## config.mk

```make
export PLATFORM = sky130hd
export DESIGN_NAME = fan_pwm_driver
export DESIGN_NICKNAME = d
export VERILOG_FILES = /design/src/rtl/fan_pkg.sv /design/src/rtl/fan_pwm_timebase.sv /design/src/rtl/fan_pwm_driver.sv
export SDC_FILE = /design/constraint.sdc
export NUM_CORES = 1
export LEC_CHECK = 0
export CAP_MARGIN = 20
export CORE_MARGIN = 4
export CORE_UTILIZATION = 51
export DETAILED_ROUTE_END_ITERATION = 6
export GPL_ROUTABILITY_DRIVEN = 1
export GPL_TIMING_DRIVEN = 0
export PLACE_DENSITY = 0.87
export SKIP_LAST_GASP = 1
export SLEW_MARGIN = 20
export SYNTH_ARGS = -nofsm -noshare
export SYNTH_HDL_FRONTEND = slang
export SYNTH_HIERARCHICAL = 1
export SYNTH_SLANG_ARGS = --single-unit
```

## constraint.sdc

```tcl
create_clock -name clk -period 3.5 [get_ports clk]
set_clock_uncertainty 0.2 [all_clocks]
set_input_delay 0.7 -clock clk [delete_from_list [all_inputs] [get_ports clk]]
set_output_delay 0.7 -clock clk [all_outputs]
set_load 0.02 [all_outputs]
```

## src/rtl/fan_pkg.sv

```systemverilog
// Shared constants and state encoding for the fan PWM driver.
package fan_pkg;

    localparam int unsigned SPEED_W   = 4;
    localparam int unsigned PWM_STEPS = 16;

    typedef enum logic [1:0] {
        ST_OFF  = 2'd0,
        ST_KICK = 2'd1,
        ST_RUN  = 2'd2
    } fan_state_e;

endpackage

```

## src/rtl/fan_pwm_timebase.sv

```systemverilog
// Free-running PWM timebase: prescaler, 16-step PWM counter, period boundary strobe.
module fan_pwm_timebase
    import fan_pkg::*;
#(
    parameter int unsigned PRESCALE = 4
) (
    input  logic               clk,
    input  logic               rst_n,
    output logic [SPEED_W-1:0] pwm_cnt,
    output logic               pb
);

    localparam int unsigned PW = (PRESCALE > 1) ? $clog2(PRESCALE) : 1;

    logic [PW-1:0] presc;
    logic          tick;

    assign tick = (presc == PW'(PRESCALE - 1));
    assign pb   = tick && (pwm_cnt == SPEED_W'(PWM_STEPS - 1));

    // Prescaler wraps to produce a tick; the PWM counter advances on each tick.
    always_ff @(posedge clk or negedge rst_n) begin
        if (!rst_n) begin
            presc   <= '0;
            pwm_cnt <= '0;
        end else if (tick) begin
            presc   <= '0;
            pwm_cnt <= pwm_cnt + SPEED_W'(1);
        end else begin
            presc   <= presc + PW'(1);
        end
    end

endmodule

```

## src/rtl/fan_pwm_driver.sv

```systemverilog
// Fan motor PWM driver with start-up kick and slew-limited speed ramping.
module fan_pwm_driver
    import fan_pkg::*;
#(
    parameter int unsigned PRESCALE     = 4,
    parameter int unsigned RAMP_PERIODS = 2,
    parameter int unsigned KICK_PERIODS = 3
) (
    input  logic               clk,
    input  logic               rst_n,
    input  logic               en,
    input  logic [SPEED_W-1:0] crs_tgt,
    output logic               pwm,
    output logic [SPEED_W-1:0] cur_speed,
    output logic [1:0]         state,
    output logic               at_target
);

    localparam int unsigned KW = (KICK_PERIODS > 1) ? $clog2(KICK_PERIODS) : 1;
    localparam int unsigned RW = (RAMP_PERIODS > 1) ? $clog2(RAMP_PERIODS) : 1;

    logic [SPEED_W-1:0] pwm_cnt;
    logic               pb;

    fan_state_e         state_q,   state_nxt;
    logic [SPEED_W-1:0] tgt,       tgt_nxt;
    logic [SPEED_W-1:0] cur_nxt;
    logic [KW-1:0]      kick_cnt,  kick_nxt;
    logic [RW-1:0]      ramp_cnt,  ramp_nxt;
    logic               pwm_nxt;
    logic               at_target_nxt;

    fan_pwm_timebase #(
        .PRESCALE (PRESCALE)
    ) u_timebase (
        .clk     (clk),
        .rst_n   (rst_n),
        .pwm_cnt (pwm_cnt),
        .pb      (pb)
    );

    assign state = state_q;

    // State, speed and counter registers.
    always_ff @(posedge clk or negedge rst_n) begin
        if (!rst_n) begin
            state_q   <= ST_OFF;
            tgt       <= '0;
            cur_speed <= '0;
            kick_cnt  <= '0;
            ramp_cnt  <= '0;
            pwm       <= 1'b0;
            at_target <= 1'b0;
        end else begin
            state_q   <= state_nxt;
            tgt       <= tgt_nxt;
            cur_speed <= cur_nxt;
            kick_cnt  <= kick_nxt;
            ramp_cnt  <= ramp_nxt;
            pwm       <= pwm_nxt;
            at_target <= at_target_nxt;
        end
    end

    // Next-state: target sampling, kick sequencing and ramping, all gated to period boundaries.
    always_comb begin
        tgt_nxt   = pb ? crs_tgt : tgt;
        state_nxt = state_q;
        cur_nxt   = cur_speed;
        kick_nxt  = kick_cnt;
        ramp_nxt  = ramp_cnt;

        if (!en) begin
            state_nxt = ST_OFF;
            cur_nxt   = '0;
            kick_nxt  = '0;
            ramp_nxt  = '0;
        end else if (pb) begin
            case (state_q)
                ST_OFF: begin
                    if (tgt_nxt != SPEED_W'(0)) begin
                        state_nxt = ST_KICK;
                        kick_nxt  = '0;
                    end
                end
                ST_KICK: begin
                    if (tgt_nxt == SPEED_W'(0)) begin
                        state_nxt = ST_OFF;
                        kick_nxt  = '0;
                    end else if (kick_cnt == KW'(KICK_PERIODS - 1)) begin
                        state_nxt = ST_RUN;
                        cur_nxt   = tgt_nxt;
                        kick_nxt  = '0;
                        ramp_nxt  = '0;
                    end else begin
                        kick_nxt  = kick_cnt + KW'(1);
                    end
                end
                ST_RUN: begin
                    if (cur_speed == SPEED_W'(0) && tgt_nxt == SPEED_W'(0)) begin
                        state_nxt = ST_OFF;
                        ramp_nxt  = '0;
                    end else if (cur_speed == tgt_nxt) begin
                        ramp_nxt  = '0;
                    end else if (ramp_cnt == RW'(RAMP_PERIODS - 1)) begin
                        cur_nxt   = (cur_speed < tgt_nxt) ? cur_speed + SPEED_W'(1)
                                                          : cur_speed - SPEED_W'(1);
                        ramp_nxt  = '0;
                    end else begin
                        ramp_nxt  = ramp_cnt + RW'(1);
                    end
                end
                default: begin
                    state_nxt = ST_OFF;
                    cur_nxt   = '0;
                    kick_nxt  = '0;
                    ramp_nxt  = '0;
                end
            endcase
        end

        pwm_nxt       = en && ((state_q == ST_KICK) ||
                               (state_q == ST_RUN && pwm_cnt < cur_speed));
        at_target_nxt = (state_nxt == ST_RUN) && (cur_nxt == tgt_nxt);
    end

endmodule
```

==> results.cfg <==
[yosys]
syn_inst = 173
ys.flop_type = dfrtp_1
yosys_warnings = 6
async_flop_share_pct = 100
ys_seq_elements = 21
synth_edf_count = 0
synth_area_per_cell_sq_um = 9.31
yosysUniqueCellTypes = 54
synth_area_sq_mm = 0.00161
seq_area_frac_synth_pct = 32.6
synth.net_count = 192

[timing]
finalHoldViolations = 0
finalCriticalPeriod_ns = 3.62
relSlewSlack_pct = 56.5
setup_viol = 1
whs_ns = 0.119
fmax_mhz = 276
fin_crit_sh_pct = 103
rsz0062_at_grt = true
slew_violations = 0
tightestPinTransition_ns = 0.646
finalWorstSetupSlack_ns = -0.118

[floorplanning]
die_w_um = 64.2
die_h_um = 64.2
start_util_pct = 53.2
num_rows = 20
die-area_sq_mm = 0.00412
pin_count = 15
core_area_sq_mm = 0.00303

[global_routing]
grt_max_degree = 22
grt_pass1_wl_mm = 7.47
grt_overflow = 0
grtUsageTotal_pct = 22.8
antenna_found_initial = 0
grt_pass1_vias = 1592

[cells_and_area]
nFillCells = 233
nets = 226
final-seq-area_sq_um = 526
multiInputGateArea_sq_mm = 0.00113
final_cell_area_sq_mm = 0.00210
synthToLayoutAreaGrowth_pct = 30.4
layout-drive-gt1-share_pct = 29.6
diodes = 0

[clocking]
clockBufferDepth = 2
holdBufCountCts = 0
cts_inserted_buffers = 3
h-tree-depth = 1
clock_latency_ns = 0.31
cts_root_buffer = clkbuf_4
cts_tree = built
clock_sinks = 21
clk_pin_slew_ns = 0.12

[worst_setup_path]
crit_top_cell = o211ai_1
worstPathMaxFanout = 5
worstSetupEndpointType = flop
start_kind = flop
crit_arrival_ns = 3.66
critPathKind = reg2reg
cpMaxStageDelayCell = dfrtp_1
required_ns = 3.54
max_stage_delay_ns = 0.41
cp_cell_sequence = ha_2 > nand2_4 > nor2_4 > buf_6 > o21a_1 > ha_4 > nor2b_4 > o211ai_1 > nand2_2 > inv_2 > fa_2 > xnor2_2 > nand3_2 > a221oi_2 > a31oi_1 > o211ai_1 > o2111ai_1 > a211oi_2

[routing]
route.met3.wl_um = 388
ant_nets = 0
routedWlPerCell_um = 18.2
wirelength_mm = 4.54
via_per_inst = 6.32
firstDrtPassIters = 4
drtIter0Drc = 141
vias = 1579
top_layer = met4
met2_wirelength_mm = 2.30
met1_length_mm = 1.74
drc_errors = 0

[placement]
dp_hpwl_mm = 2.93
port_buffers = 13
gp_congestion = 0.915
dp_slack_ns = -0.643
place_area_sq_mm = 0.00182

[pwr]
peakVddDrop_mv = 0.139
p_per_area_mw_per_mm2 = 205
p_leak_nw = 0.868

[min_path]
worstHoldPathType = in2async

[run]
drv_cap = 0

[run_status]
violations = setup timing
outcome = finished, violations left
-- registers in the layout, indices dropped and copies added, names as in the netlist --
register / cells
ramp_cnt: 1
at_target: 1
u_timebase/presc: 2
kick_cnt: 2
state: 2
pwm: 1
tgt: 4
cur_speed: 4
u_timebase/pwm_cnt: 4
-- what timing repair did --
action / 4_1_cts / 5_1_grt
endpoints found under the hold margin: 0 / 0
gates cloned: 1 / 0
setup endpoints to repair: 3 / 2
pin swaps: 13 / 15
setup buffers: 13 / 2
resized for setup: 19 / 13
-- report_power, final --
part / leakage (nW) / switching (W) / internal [W] / total, W
clock network: 0.0177 / 0.0000807 / 0.0000428 / 0.000123
registers: 0.268 / 0.00000341 / 0.000245 / 0.000248
logic: 0.583 / 0.0000362 / 0.0000222 / 0.0000584
total: 0.868 / 0.000120 / 0.000310 / 0.000430
-- layer usage --
layer	track usage, %	up-vias
li1	-	714
met1	27.8	763
met2	39.1	89
met3	4.39	13
met4	9.76	0
met5	0	-
-- synthesized netlist by cell type, types with 4 or more instances --
master	number	area share, %
a21boi_0	6	2.8
a21oi_1	8	2.5
a22oi_1	4	1.9
dfrtp_1	21	33
ha_1	11	8.5
inv_1	13	3.0
nand2_1	15	3.5
nand3_1	6	1.9
nand3b_1	4	1.9
nand4_1	6	2.3
nor2_1	9	2.1
o21ai_0	9	2.8
xnor2_1	4	2.2
-- placed cells by master, fill, tap and decap left out, types with 4 or more instances in the layout --
cell | netlist | routed
dfrtp_1 | 21 | 21
buf_4 | 0 | 15
a22oi_1 | 4 | 4
nand2_1 | 15 | 12
o21ai_0 | 9 | 7
nor2_1 | 9 | 8
clkdlybuf4s50_1 | 0 | 10
a21boi_0 | 6 | 6
ha_4 | 0 | 4
nand3b_1 | 4 | 4
nand4_1 | 6 | 6
ha_1 | 11 | 5
a21oi_1 | 8 | 6
nand3_1 | 6 | 4
inv_1 | 13 | 12
-- stage by stage --
stage / total power (W) / util [%] / cells / TNS (ns)
after CTS: 0.000428 / 66.8 / 248 / -0.0421
after global routing: 0.000451 / 69.3 / 250 / -0.419
after floorplan: 0.000283 / - / 173 / 0
after detailed placement: 0.000308 / 60.2 / 230 / -1.29
final: 0.000430 / 69.3 / 250 / -0.118
after global placement: 0.000306 / 60.2 / 230 / -1.06
-- worst max-delay path: cells and delay by family (launching register included) --
kind	cells	cell delay (ns)
AO/OA/AOI/OAI	7	1.24
XOR/XNOR	1	0.18
adder cells (fa/ha/maj)	3	0.84
buffers and inverters	2	0.19
flip-flops	1	0.41
AND/OR/NAND/NOR	5	0.51
-- layout make-up --
class	instances	share of cell area, %
clock inverters	1	0.238
plain buffers	6	3.46
flip-flops and latches	21	25.0
multi-input cells	133	53.8
clock buffers	3	1.07
well taps	44	2.62
inverters	13	2.32
repair buffers	29	11.4
-- worst paths after layout --
| kind | startpoint | endpoint | slack [ns] | cells after the start |
|---|---|---|---|---|
| hold / removal | rst_n | tgt[0] | 0.12 | 1 |
| min in group clk | u_timebase/presc[0] | u_timebase/presc[0] | 0.29 | 1 |
| setup reg to reg | u_timebase/pwm_cnt[1] | at_target | -0.12 | 18 |
| setup / recovery | u_timebase/pwm_cnt[1] | at_target | -0.12 | 18 |
| hold reg to reg | u_timebase/presc[0] | u_timebase/presc[0] | 0.29 | 1 |
| max in group asynchronous | rst_n | state[1] | 2.65 | 1 |
-- logic make-up (layout without fill, tap and decap cells) --
kind of cell | Yosys count | count (layout) | share of synthesized area [%]
compound gates | 52 | 52 | 24.7
buf+inv | 19 | 52 | 6.84
mux | 3 | 3 | 1.94
xor+xnor | 5 | 5 | 2.72
flops | 21 | 21 | 32.6
simple gates | 61 | 61 | 21.4
fa+ha+maj | 12 | 12 | 9.79
Power figures use the tool's default switching activity.
